==> src/rtl/life_grid_engine.sv <==
// life_grid_engine
// Cell-grid datapath for the Life game controller. It holds a toroidal ROWS x COLS
// grid, seeds it serially on load_data, computes one generation per step_req (one row
// per cycle into a shadow grid, then a single commit), and dumps the grid serially on
// writeout. It reports the live population, a generation counter and an extinction flag.
//
// Ports
//   clka        in   system clock, rising edge
//   rst_n       in   synchronous active-low reset
//   restart     in   clear grid, pointers and counters (level, any state)
//   load_data   in   seed_bit valid this cycle (honoured only when idle)
//   seed_bit    in   seed cell value, loaded row-major
//   step_req    in   request one generation
//   writeout    in   request a serial dump of the grid
//   busy        out  engine is computing, committing or dumping
//   gen_done    out  one-cycle pulse: new generation and its statistics are visible
//   out_valid   out  out_bit carries a dumped cell
//   out_bit     out  dumped cell value, cell 0 first
//   out_last    out  marks the final dumped cell
//   lose_sig    out  population became zero at the last commit
//   population  out  live-cell count of the committed grid
//   gen_count   out  generations committed since restart

module life_grid_engine #(
  parameter int ROWS = 8,
  parameter int COLS = 8,
  parameter int CNTW = 9
) (
  input  logic                             clka,
  input  logic                             rst_n,
  input  logic                             restart,
  input  logic                             load_data,
  input  logic                             seed_bit,
  input  logic                             step_req,
  input  logic                             writeout,
  output logic                             busy,
  output logic                             gen_done,
  output logic                             out_valid,
  output logic                             out_bit,
  output logic                             out_last,
  output logic                             lose_sig,
  output logic [$clog2(ROWS*COLS+1)-1:0]   population,
  output logic [CNTW-1:0]                  gen_count
);

  localparam int CELLS = ROWS * COLS;
  localparam int PW    = $clog2(CELLS + 1);
  localparam int RW    = $clog2(ROWS);
  localparam int CW    = $clog2(COLS);
  localparam logic [RW-1:0] LAST_ROW = RW'(ROWS - 1);
  localparam logic [CW-1:0] LAST_COL = CW'(COLS - 1);

  typedef enum logic [1:0] {IDLE, COMPUTE, COMMIT, DUMP} state_e;

  state_e                      state_q;
  logic [ROWS-1:0][COLS-1:0]   grid_q;
  logic [ROWS-1:0][COLS-1:0]   shadow_q;
  logic [RW-1:0]               rowPtr_q;
  logic [RW-1:0]               loadRow_q;
  logic [CW-1:0]               loadCol_q;
  logic [RW-1:0]               dumpRow_q;
  logic [CW-1:0]               dumpCol_q;
  logic [PW-1:0]               pop_q;
  logic [CNTW-1:0]             genCount_q;
  logic                        lose_q;
  logic                        donePend_q;
  logic                        genDone_q;
  logic                        outValid_q;
  logic                        outBit_q;
  logic                        outLast_q;

  logic [RW-1:0]               rowUpIdx;
  logic [RW-1:0]               rowDnIdx;
  logic [COLS-1:0]             rowUp;
  logic [COLS-1:0]             rowCur;
  logic [COLS-1:0]             rowDn;
  logic [COLS-1:0]             shadowRow_d;
  logic                        dumpLast;

  function automatic logic [PW-1:0] popCount(input logic [CELLS-1:0] cells);
    logic [PW-1:0] cnt;
    cnt = '0;
    for (int i = 0; i < CELLS; i++) cnt = cnt + PW'(cells[i]);
    return cnt;
  endfunction

  // Row neighbours of the row being computed, wrapping top/bottom edges.
  assign rowUpIdx = (rowPtr_q == '0) ? LAST_ROW : rowPtr_q - RW'(1);
  assign rowDnIdx = (rowPtr_q == LAST_ROW) ? '0 : rowPtr_q + RW'(1);
  assign rowUp    = grid_q[rowUpIdx];
  assign rowCur   = grid_q[rowPtr_q];
  assign rowDn    = grid_q[rowDnIdx];

  // One Life rule evaluator per column; left/right neighbours wrap at the side edges.
  for (genvar c = 0; c < COLS; c++) begin : g_cell
    localparam int CL = (c == 0) ? COLS - 1 : c - 1;
    localparam int CR = (c == COLS - 1) ? 0 : c + 1;
    logic [3:0] nbrCnt;
    assign nbrCnt = 4'(rowUp[CL]) + 4'(rowUp[c]) + 4'(rowUp[CR]) +
                    4'(rowCur[CL])                + 4'(rowCur[CR]) +
                    4'(rowDn[CL]) + 4'(rowDn[c]) + 4'(rowDn[CR]);
    assign shadowRow_d[c] = (nbrCnt == 4'd3) || (rowCur[c] && (nbrCnt == 4'd2));
  end

  assign dumpLast = (dumpRow_q == LAST_ROW) && (dumpCol_q == LAST_COL);

  // Control FSM and datapath registers. Restart is treated exactly like reset because
  // both must abandon any in-flight work and return to an empty grid. Population is
  // recounted from the committed grid every cycle, so it trails a load or commit by one
  // cycle, which is also why gen_done is delayed one cycle past the commit.
  always_ff @(posedge clka) begin
    if (!rst_n || restart) begin
      state_q    <= IDLE;
      grid_q     <= '0;
      shadow_q   <= '0;
      rowPtr_q   <= '0;
      loadRow_q  <= '0;
      loadCol_q  <= '0;
      dumpRow_q  <= '0;
      dumpCol_q  <= '0;
      pop_q      <= '0;
      genCount_q <= '0;
      lose_q     <= 1'b0;
      donePend_q <= 1'b0;
      genDone_q  <= 1'b0;
      outValid_q <= 1'b0;
      outBit_q   <= 1'b0;
      outLast_q  <= 1'b0;
    end else begin
      pop_q      <= popCount(grid_q);
      genDone_q  <= donePend_q;
      donePend_q <= 1'b0;
      outValid_q <= 1'b0;
      outBit_q   <= 1'b0;
      outLast_q  <= 1'b0;
      case (state_q)
        IDLE: begin
          if (load_data) begin
            grid_q[loadRow_q][loadCol_q] <= seed_bit;
            lose_q <= 1'b0;
            if (loadCol_q == LAST_COL) begin
              loadCol_q <= '0;
              loadRow_q <= (loadRow_q == LAST_ROW) ? '0 : loadRow_q + RW'(1);
            end else begin
              loadCol_q <= loadCol_q + CW'(1);
            end
          end else if (writeout) begin
            state_q   <= DUMP;
            dumpRow_q <= '0;
            dumpCol_q <= '0;
          end else if (step_req) begin
            state_q  <= COMPUTE;
            rowPtr_q <= '0;
          end
        end
        COMPUTE: begin
          shadow_q[rowPtr_q] <= shadowRow_d;
          if (rowPtr_q == LAST_ROW) begin
            state_q <= COMMIT;
          end else begin
            rowPtr_q <= rowPtr_q + RW'(1);
          end
        end
        COMMIT: begin
          grid_q     <= shadow_q;
          genCount_q <= genCount_q + CNTW'(1);
          lose_q     <= (popCount(shadow_q) == '0);
          donePend_q <= 1'b1;
          state_q    <= IDLE;
        end
        DUMP: begin
          outValid_q <= 1'b1;
          outBit_q   <= grid_q[dumpRow_q][dumpCol_q];
          outLast_q  <= dumpLast;
          if (dumpLast) begin
            state_q <= IDLE;
          end else if (dumpCol_q == LAST_COL) begin
            dumpCol_q <= '0;
            dumpRow_q <= dumpRow_q + RW'(1);
          end else begin
            dumpCol_q <= dumpCol_q + CW'(1);
          end
        end
        default: state_q <= IDLE;
      endcase
    end
  end

  assign busy       = (state_q != IDLE);
  assign gen_done   = genDone_q;
  assign out_valid  = outValid_q;
  assign out_bit    = outBit_q;
  assign out_last   = outLast_q;
  assign lose_sig   = lose_q;
  assign population = pop_q;
  assign gen_count  = genCount_q;

endmodule

==> config.mk <==
export PLATFORM = sky130hd
export DESIGN_NAME = life_grid_engine
export DESIGN_NICKNAME = d
export VERILOG_FILES = /design/src/rtl/life_grid_engine.sv
export SDC_FILE = /design/constraint.sdc
export NUM_CORES = 1
export LEC_CHECK = 0
export CAP_MARGIN = 20
export CORE_MARGIN = 4
export CORE_UTILIZATION = 52
export DETAILED_ROUTE_END_ITERATION = 8
export PLACE_DENSITY = 0.76
export RECOVER_POWER = 50
export SLEW_MARGIN = 20
export SYNTH_ARGS = -nofsm -noshare
export SYNTH_HDL_FRONTEND = slang
export SYNTH_SLANG_ARGS = --single-unit
==> constraint.sdc <==
create_clock -name clka -period 6 [get_ports clka]
set_input_delay 1.2 -clock clka [delete_from_list [all_inputs] [get_ports clka]]
set_output_delay 1.2 -clock clka [all_outputs]
set_load 0.02 [all_outputs]
# After elaboration in Yosys (flattened, before gate mapping)

Index checks and enable logic that the tools add are counted.

Bitwise operators: 1
$add $sub $neg: 189
Reduce and logical (&&, ||, !) cells: 37
Equal/unequal tests: 35
Order comparisons: 10
Multiplexer cells: 47

Operators by type and width:

| kind                                                                         | count |
|---|---|
| 7-bit by 1-bit adder with 7-bit output                                       | 114 |
| 4-bit by 1-bit adder with 4-bit output                                       | 32 |
| 64-bit bitwise mux                                                           | 2 |
| 64-bit case mux with 2 select lines                                          | 1 |
| 8-bit binary-select mux with 3-bit select                                    | 4 |
| 4-bit by 2-bit == test with 1-bit output, second input constant              | 16 |
| 64-bit two-way mux                                                           | 1 |
| 8-bit demux with 3-bit select                                                | 2 |
| 8-bit two-way mux                                                            | 6 |
| 3-bit two-way mux                                                            | 14 |
| 3-bit by 1-bit adder with 4-bit output                                       | 10 |
| 2-bit by 1-bit adder with 3-bit output                                       | 10 |
| 3-bit by 4-bit less-than comparator with 1-bit output, second input constant | 7 |
| 1-bit by 1-bit adder with 2-bit output                                       | 10 |
| 2-bit != test, second input constant                                         | 10 |
| 3-bit case mux with 2 select lines                                           | 3 |
| 3-bit by 1-bit adder with 3-bit output, second input constant                | 5 |
| 3-bit == test, second input constant                                         | 5 |
| 6-bit by 1-bit adder with 7-bit output                                       | 2 |
| 5-bit by 1-bit adder with 6-bit output                                       | 2 |
| 1-bit logical AND                                                            | 12 |
| 4-bit by 1-bit adder with 5-bit output                                       | 2 |
| 2-bit two-way mux                                                            | 5 |
| 5-bit AND reduction                                                          | 2 |
| 22 further kinds                                                             | 42 |

Flip-flop bits (word level): 167
Input port bits: 7
Logic and storage cells: 349

# Logic depth before layout (Yosys ltp)

Gate-level depths: netlist (run 1).

Word-level depth: 65
Gate-level depth with buffers: 22
Mapped depth without buffers: 22

# Worst setup path before layout (run 1)

OpenSTA, ideal clock, no wires.

Path kind: reg2reg
Start: register grid_q[35] (netlist name)
End: register pop_q[5] (netlist: population[5])
Clock period less this slack: 5.635 ns
Slack: 0.365 ns
Stages on the path, launching flop included: 19
Data arrival time: 5.563 ns
Setup time: 0.072 ns
Required time: 5.928 ns
Buffers on the path: 0
Path through: dfxtp_1 -> inv_1 -> fa_1 -> fa_1 -> fa_1 -> inv_1 -> fa_1 -> fa_1 -> inv_1 -> fa_1 -> fa_1 -> fa_1 -> inv_1 -> ha_1 -> a21o_1 -> a21oi_1 -> o21ai_0 -> a21oi_1 -> mux2i_1

Word-level cells in the longest chain between the ends: 29

RTL lines:

| item                                                  | RTL line | text |
|---|---|---|
| start, declared                                       | 56       | `logic [ROWS-1:0][COLS-1:0] grid_q;` |
| start signal, assigned by index                       | 139      | `grid_q[loadRow_q][loadCol_q] <= seed_bit;` |
| start signal, assigned                                | 165      | `grid_q <= shadow_q;` |
| 7-bit by 1-bit adder with 7-bit output (29 in series) | 83       | `for (int i = 0; i < CELLS; i++) cnt = cnt + PW'(cells[i]);` |
| end signal, assigned                                  | 130      | `pop_q <= popCount(grid_q);` |
| end, declared                                         | 63       | `logic [PW-1:0] pop_q;` |

No other way between the ends.
A chain may end at the register's enable or synchronous reset.

# Worst setup path in the final report (run 1)

Start: register shadow_q[47] (netlist name)
End: register lose_q (netlist: lose_sig)

Word-level cells in the longest chain between the ends: 19

RTL lines:

| item                                                  | RTL line | text |
|---|---|---|
| start, declared                                       | 57       | `logic [ROWS-1:0][COLS-1:0] shadow_q;` |
| start signal, assigned by index                       | 157      | `shadow_q[rowPtr_q] <= shadowRow_d;` |
| 7-bit by 1-bit adder with 7-bit output (17 in series) | 83       |  |
| 7-bit logical NOT                                     | 167      | `lose_q <= (popCount(shadow_q) == '0);` |
| 1-bit case mux with 2 select lines                    | 136      | `case (state_q)` |
| end signal, assigned                                  | 167      |  |
| end, declared                                         | 65       | `logic lose_q;` |

No other way between the ends.

==> results by group, run 1 <==
Cells and area
  – Final #Nets: 1698
  – Area grow syn2layout: 11.4%
  – Design Area, Final: 15000 um^2
  – N_diodes: 0
  – Share of cells above drive strength 1: 13.6%
  – Fin cells: 1827

Placement
  – Cell Area, Placed: 14300 um^2
  – DP Cell Count: 1794
  – Post-DP HPWL: 31900 um
  – IO Port Bufs: 28
  – Routability Congestion: 1.06

Die
  – Row count: 58
  – Ports: 29
  – Die H: 169 um
  – Initial Utilization: 53.2%
  – Die area: 28600 um^2
  – Die Wd: 169 um
  – Core area: 25300 um^2

STA
  – Fin. max-slew vios: 55
  – RSZ-0062 raised after global routing: true
  – Slew margin rel.: -72.0%
  – Final Critical Period: 5.85 ns
  – Clock Skews: 0.0173 ns
  – Final Hold Vio Count: 0
  – Final Cycle Share: 97.4%
  – Max Fclk: 171 MHz
  – Final setup viols: 0
  – Measured slew at the worst slew-check pin: 2.58 ns

Synthesis
  – Syn nets: 1669
  – Post-Syn Area: 13500 um^2
  – Share of flip-flops with an asynchronous set or reset: 0%
  – Primary FF master, synth: dfxtp_1
  – Synth cell types: 57
  – Synth area leader: dfxtp_1
  – Yosys warnings: 0
  – Post-synth EDFFs: 0
  – Most common cell in the netlist: inv_1
  – Synth top area cells: dfxtp_1, fa_1, mux4_2
  – Post-Syn Area per Cell: 9.27 um^2
  – Post-synth top cells: inv_1, dfxtp_1, nand2_1
  – Flops & latches, synth: 167
  – Yosys top cell area share: 24.8%
  – Post-synthesis sequential area ratio: 24.8%
  – Cell count after synthesis: 1455

Clocking
  – Root buf cell: clkbuf_16
  – Clock Path Buffers: 2
  – CTS sink count: 167
  – Clock Latency Late Sink: 0.45 ns
  – Cts hold-fix bufs: 0
  – CTS tree: built
  – Clock Pin Slew Worst Setup and Hold Paths: 0.08 ns
  – Max H-tree Level: 4
  – Number of CTS-inserted buffers: 17

Job
  – Max-Cap Viols: 1

Critical path
  – Critical path class: flip-flop to flip-flop
  – Worst-path fanout max: 3
  – Family with the most delay on the worst path: adder cells
  – Max incr delay on CP: 0.54 ns
  – WP data required: 6.37 ns
  – Crit-path cells: fa_1, inv_1, fa_1, fa_1, inv_1, fa_1, inv_1, fa_1, inv_1, fa_1, inv_1, fa_1, fa_1, inv_1, ha_2, inv_1, fa_2, a211o_1, a21oi_1, nand3_1, a21oi_1
  – Type of origin of the critical path: flip-flop
  – Worst EP arrival: 6.21 ns
  – Worst path most repeated cell: fa_1
  – Critical path endpoint category: flip-flop
  – Slowest stage cell, crit path: fa_1
  – CP Buf/Inv Count: 7

Global route
  – Initial antenna violation count: 1
  – Top Usage Layer GRT: met2
  – Largest net degree at the start of global routing: 77
  – GR Util met3: 9.69%
  – Grt total ovfl: 0
  – GR Layer Usage met2: 44.4%
  – Global-route wire length before repair: 66800 um
  – Vias in the first global route: 11528
  – Met1 GRT Util: 40.7%
  – GRT Total Usage: 30.4%

Route
  – Drc violations: 0
  – WL final: 42700 um
  – Post-DRT Antenna Nets: 0
  – Routed vias: 11541
  – Via density: 6.32
  – Routed wire length per instance: 23.4 um
  – DRT Pass-1 Iters: 6
  – Initial DRC count: 1656

Power
  – VDD IR max: 181 uV
  – Leak Pwr: 0.00602 uW
  – PwrDens: 173 nW/um^2

Worst hold path
  – Hold/Removal Path Class: flip-flop to flip-flop

Run status
  – Status: finished, violations left
  – Failing checks: max-capacitance violations, max-slew violations
[final cells by class]
cell class	instances	area, um^2
fill	2090	10300
multi-input combinational	981	9030
sequential	167	3350
inverter	225	845
timing repair buffer	92	752
clock buffer	17	425
tap	330	413
clock inverter	15	210
[per-stage QoR]
step | total power (uW) | hold WS, ns | util (%) | setup slack (ns) | TNS, ns
finish | 2590 | 0.454 | 59.3 | 0.155 | 0
CTS | 2590 | 0.455 | 59.1 | 0.0218 | 0
global route | 2660 | 0.467 | 59.3 | -0.0451 | -0.0719
floorplan | 1320 | 0.406 | - | 0.365 | 0
global placement | 1390 | 0.411 | 56.5 | 0.157 | 0
detailed placement | 1410 | 0.422 | 56.6 | 0.0382 | 0
[report_power, final]
group | leakage [uW] | switching [uW] | internal, uW | total [uW]
combinational | 0.00437 | 157 | 96.3 | 253
clock | 0.000309 | 591 | 616 | 1210
sequential | 0.00135 | 16.2 | 1120 | 1130
[sequential cells by signal (all words and copies together), names as in the netlist, 2 cells and up]
register    cells
state_q         2
loadRow_q       3
grid_q         64
dumpCol_q       3
loadCol_q       3
shadow_q       64
gen_count       9
population      7
rowPtr_q        3
dumpRow_q       3
[worst register-to-register path: cells and delay by family (launching register included)]
| family | cells | cell delay (ns) |
|---|---|---|
| and+or+nand+nor | 1 | 0.09 |
| adders and majority gates | 10 | 4.39 |
| DFF | 1 | 0.34 |
| AOI/OAI and AO/OA | 3 | 0.56 |
| buffers and inverters | 7 | 0.39 |
[routing by layer]
layer  vias up  part of all wire (%)
met1      5534                    37
met4         0                   6.7
met3       198                    14
met5         -                     0
met2       801                    42
li1       5008                     -
[final timing paths]
check,start,to,slack (ns),depth (start not counted)
setup / recovery,shadow_q[47],lose_sig,0.15,21
hold / removal,donePend_q,gen_done,0.45,1
setup reg to reg,shadow_q[47],lose_sig,0.15,21
hold reg to reg,donePend_q,gen_done,0.45,1
[cells in the final DEF, fill, tap and decap left out, types with 6 or more instances in the layout]
cell type	count
a21oi_1	46
mux2_2	17
ha_1	65
a211oi_1	22
dfxtp_2	7
mux4_2	56
a311oi_1	57
nand3_1	33
buf_4	63
nand2b_1	6
fa_1	135
and2_1	6
inv_1	220
a21boi_0	25
a31oi_1	9
nand4_1	7
o211ai_1	8
o21ai_0	100
nor3_1	24
nand2_1	164
clkdlybuf4s50_1	8
nor3b_1	8
mux2i_1	17
nor2_1	100
dfxtp_1	160
dlygate4sd3_1	19
clkbuf_16	17
[cells by family (layout without fill, tap and decap cells)]
family	after synthesis	count (layout)	share of synthesized area [%]
xor gates and xnor gates	7	7	0.455
DFF	167	167	24.8
and+or+nand+nor	388	388	13.1
muxes	90	90	12.0
buffers and inverters	307	349	8.74
adders and majority gates	207	207	27.0
AOI/OAI and AO/OA	289	289	13.9
[repair_timing]
action | in CTS | in global routing
setup endpoints to repair | 0 | 4
setup buffers | 0 | 1
resized for setup | 0 | 24
endpoints found under the hold margin | 0 | 0
Note: power is estimated with default switching activity, not from simulation.
==> run 2, diff against run 1 <==
--- a/config.mk
+++ b/config.mk
@@ -7,9 +7,9 @@
 export LEC_CHECK = 0
 export CAP_MARGIN = 20
 export CORE_MARGIN = 4
-export CORE_UTILIZATION = 52
+export CORE_UTILIZATION = 35
 export DETAILED_ROUTE_END_ITERATION = 8
-export PLACE_DENSITY = 0.76
+export PLACE_DENSITY = 0.57
 export RECOVER_POWER = 50
 export SLEW_MARGIN = 20
 export SYNTH_ARGS = -nofsm -noshare
==> constraint.sdc (replaced) <==
create_clock -name clka -period 6 [get_ports clka]
set_input_delay 0.6 -clock clka [delete_from_list [all_inputs] [get_ports clka]]
set_output_delay 0.6 -clock clka [all_outputs]
set_load 0.02 [all_outputs]
==> run 2 against run 1 <==
  * Critical path type unchanged
  * Sequential share of layout area decreased by 0.46 points
  * Total power increased by 2.1%
  * Critical path depth unchanged
  * Final area increased by 2.0%
  * Clock power increased by 4%
  * Global-route usage decreased by 9.1 points
  * The run now ends clean
  * Register-to-register slack got worse by 0.03 ns
==> results by group, run 2 (synthesized netlist as in run 1, its figures left out) <==
Die
  – Row count: 71 (was 58)
  – Core area: 37800 um^2 (was 25300 um^2)
  – Die Wd: 204 um (was 169 um)
  – Ports: 29 (unchanged)
  – Initial Utilization: 35.6% (was 53.2%)
  – Die area: 41700 um^2 (was 28600 um^2)
  – Die H: 204 um (was 169 um)

STA
  – RSZ-0062 raised after global routing: true (unchanged)
  – Measured slew at the worst slew-check pin: 1.20 ns (was 2.58 ns)
  – Max Fclk: 170 MHz (was 171 MHz)
  – Fin. max-slew vios: 0 (was 55)
  – Final Critical Period: 5.88 ns (was 5.85 ns)
  – Slew margin rel.: 19.6% (was -72.0%)
  – Clock Skews: 0.0102 ns (was 0.0173 ns)
  – Final Cycle Share: 97.9% (was 97.4%)
  – Final setup viols: 0 (unchanged)
  – Final Hold Vio Count: 0 (unchanged)

Cells and area
  – Fin cells: 2016 (was 1827)
  – N_diodes: 0 (unchanged)
  – Final #Nets: 1706 (was 1698)
  – Share of cells above drive strength 1: 13.8% (was 13.6%)
  – Area grow syn2layout: 13.7% (was 11.4%)
  – Final Core Density: 40.5% (was 59.3%)
  – Commonest non-fill, non-tap cell in the layout: inv_1 (unchanged)
  – Commonest non-fill, non-tap cells in the layout: inv_1, nand2_1, dfxtp_1 (unchanged)
  – Design Area, Final: 15300 um^2 (was 15000 um^2)

Global route
  – Grt total ovfl: 0 (unchanged)
  – GRT Total Usage: 21.3% (was 30.4%)
  – Initial antenna violation count: 2 (was 1)
  – Largest net degree at the start of global routing: 65 (was 77)
  – Global-route wire length before repair: 67500 um (was 66800 um)
  – Vias in the first global route: 10860 (was 11528)

Clocking
  – Clock Path Buffers: 2 (unchanged)
  – Max H-tree Level: 4 (unchanged)
  – CTS tree: built (unchanged)
  – CTS sink count: 167 (unchanged)
  – Root buf cell: clkbuf_16 (unchanged)
  – Clock Latency Late Sink: 0.44 ns (was 0.45 ns)
  – Clock Pin Slew Worst Setup and Hold Paths: 0.08 ns (about the same)
  – Number of CTS-inserted buffers: 17 (unchanged)
  – Cts hold-fix bufs: 0 (unchanged)

Route
  – Via density: 5.51 (was 6.32)
  – Initial DRC count: 1247 (was 1656)
  – DRT Pass-1 Iters: 5 (was 6)
  – Routed wire length per instance: 21.9 um (was 23.4 um)
  – Drc violations: 0 (unchanged)
  – Routed vias: 11114 (was 11541)
  – Post-DRT Antenna Nets: 0 (unchanged)
  – WL final: 44200 um (was 42700 um)

Power
  – VDD IR max: 172 uV (was 181 uV)
  – PwrDens: 173 nW/um^2 (about the same)
  – Leak Pwr: 0.00602 uW (about the same)
  – Overall power: 2650 uW (was 2590 uW)

Critical path
  – Critical path endpoint category: flip-flop (unchanged)
  – Critical path class: flip-flop to flip-flop (unchanged)
  – Type of origin of the critical path: flip-flop (unchanged)
  – Worst-path fanout max: 3 (unchanged)
  – Worst EP arrival: 6.24 ns (was 6.21 ns)
  – WP data required: 6.36 ns (was 6.37 ns)

Worst hold path
  – Hold/Removal Path Class: flip-flop to flip-flop (unchanged)

Placement
  – Routability Congestion: 0.992 (was 1.06)
  – Cell Area, Placed: 14600 um^2 (was 14300 um^2)
  – IO Port Bufs: 28 (unchanged)
  – Post-DP HPWL: 33900 um (was 31900 um)
  – DP Cell Count: 1983 (was 1794)

Run status
  – Status: finished, final reports clean (was finished, violations left)

Job
  – Max-Cap Viols: 0 (was 1)
-- run 2: power breakdown --
group | internal [uW] | switching [uW] | total [uW]
Sequential | 1120 | 11.8 | 1130
Combinational | 97.0 | 160 | 257
Clock | 718 | 546 | 1260
Total | 1930 | 717 | 2650
-- run 2: cell type report --
class | count | area, um^2
sequential | 167 | 3350
clock buffer | 17 | 425
multi-input combinational | 981 | 9010
inverter | 225 | 845
fill | 3824 | 22500
clock inverter | 15 | 243
tap | 511 | 639
timing repair buffer | 100 | 816
-- run 2: metrics by stage --
step	TNS, ns	worst slack [ns]	hold WS, ns
floorplan	0	0.365	0.406
global placement	0	0.125	0.417
detailed placement	0	0.0580	0.423
CTS	0	0.0362	0.440
global route	-0.173	-0.151	0.466
finish	0	0.125	0.433
-- run 2: layer usage --
layer  global-route usage [%]  vias up  routed length [um]
met1                     30.1     5514               19000
met2                     32.2      504               19700
li1                         -     5023                   -
met5                        0        -                  13
met3                     5.89       71                4110
met4                     6.29        2                1370
-- run 2: worst paths after layout --
path	start	to	slack [ns]	depth (start not counted)
max reg2reg	shadow_q[57]	lose_sig	0.12	21
max	shadow_q[57]	lose_sig	0.12	21
min	donePend_q	gen_done	0.43	1
min reg2reg	donePend_q	gen_done	0.43	1
-- run 2: worst max-delay path: stages (launching register included) --
cell and delay [ns]:
dfxtp_1 0.39, fa_1 0.45, fa_1 0.53, inv_1 0.05, fa_1 0.47, inv_1 0.05, fa_1 0.47, inv_1 0.06
fa_1 0.48, inv_1 0.05, fa_1 0.50, inv_1 0.05, fa_1 0.50, fa_1 0.42, inv_1 0.07, ha_2 0.17
inv_1 0.05, fa_2 0.34, a211o_1 0.27, a21oi_1 0.14, nand3_1 0.11, a21oi_2 0.16
-- run 2: what timing repair did --
action                                  CTS  global route
gates resized for setup                   0            18
endpoints found under the setup margin    0             4
buffers inserted                          0             1
==> run 3, diff against run 2 <==
--- a/config.mk
+++ b/config.mk
@@ -9,6 +9,7 @@
 export CORE_MARGIN = 4
 export CORE_UTILIZATION = 35
 export DETAILED_ROUTE_END_ITERATION = 8
+export HOLD_SLACK_MARGIN = 0.06
 export PLACE_DENSITY = 0.57
 export RECOVER_POWER = 50
 export SLEW_MARGIN = 20
==> results of run 3 <==
Final layout, timing and power as in run 2 (identical DEF).
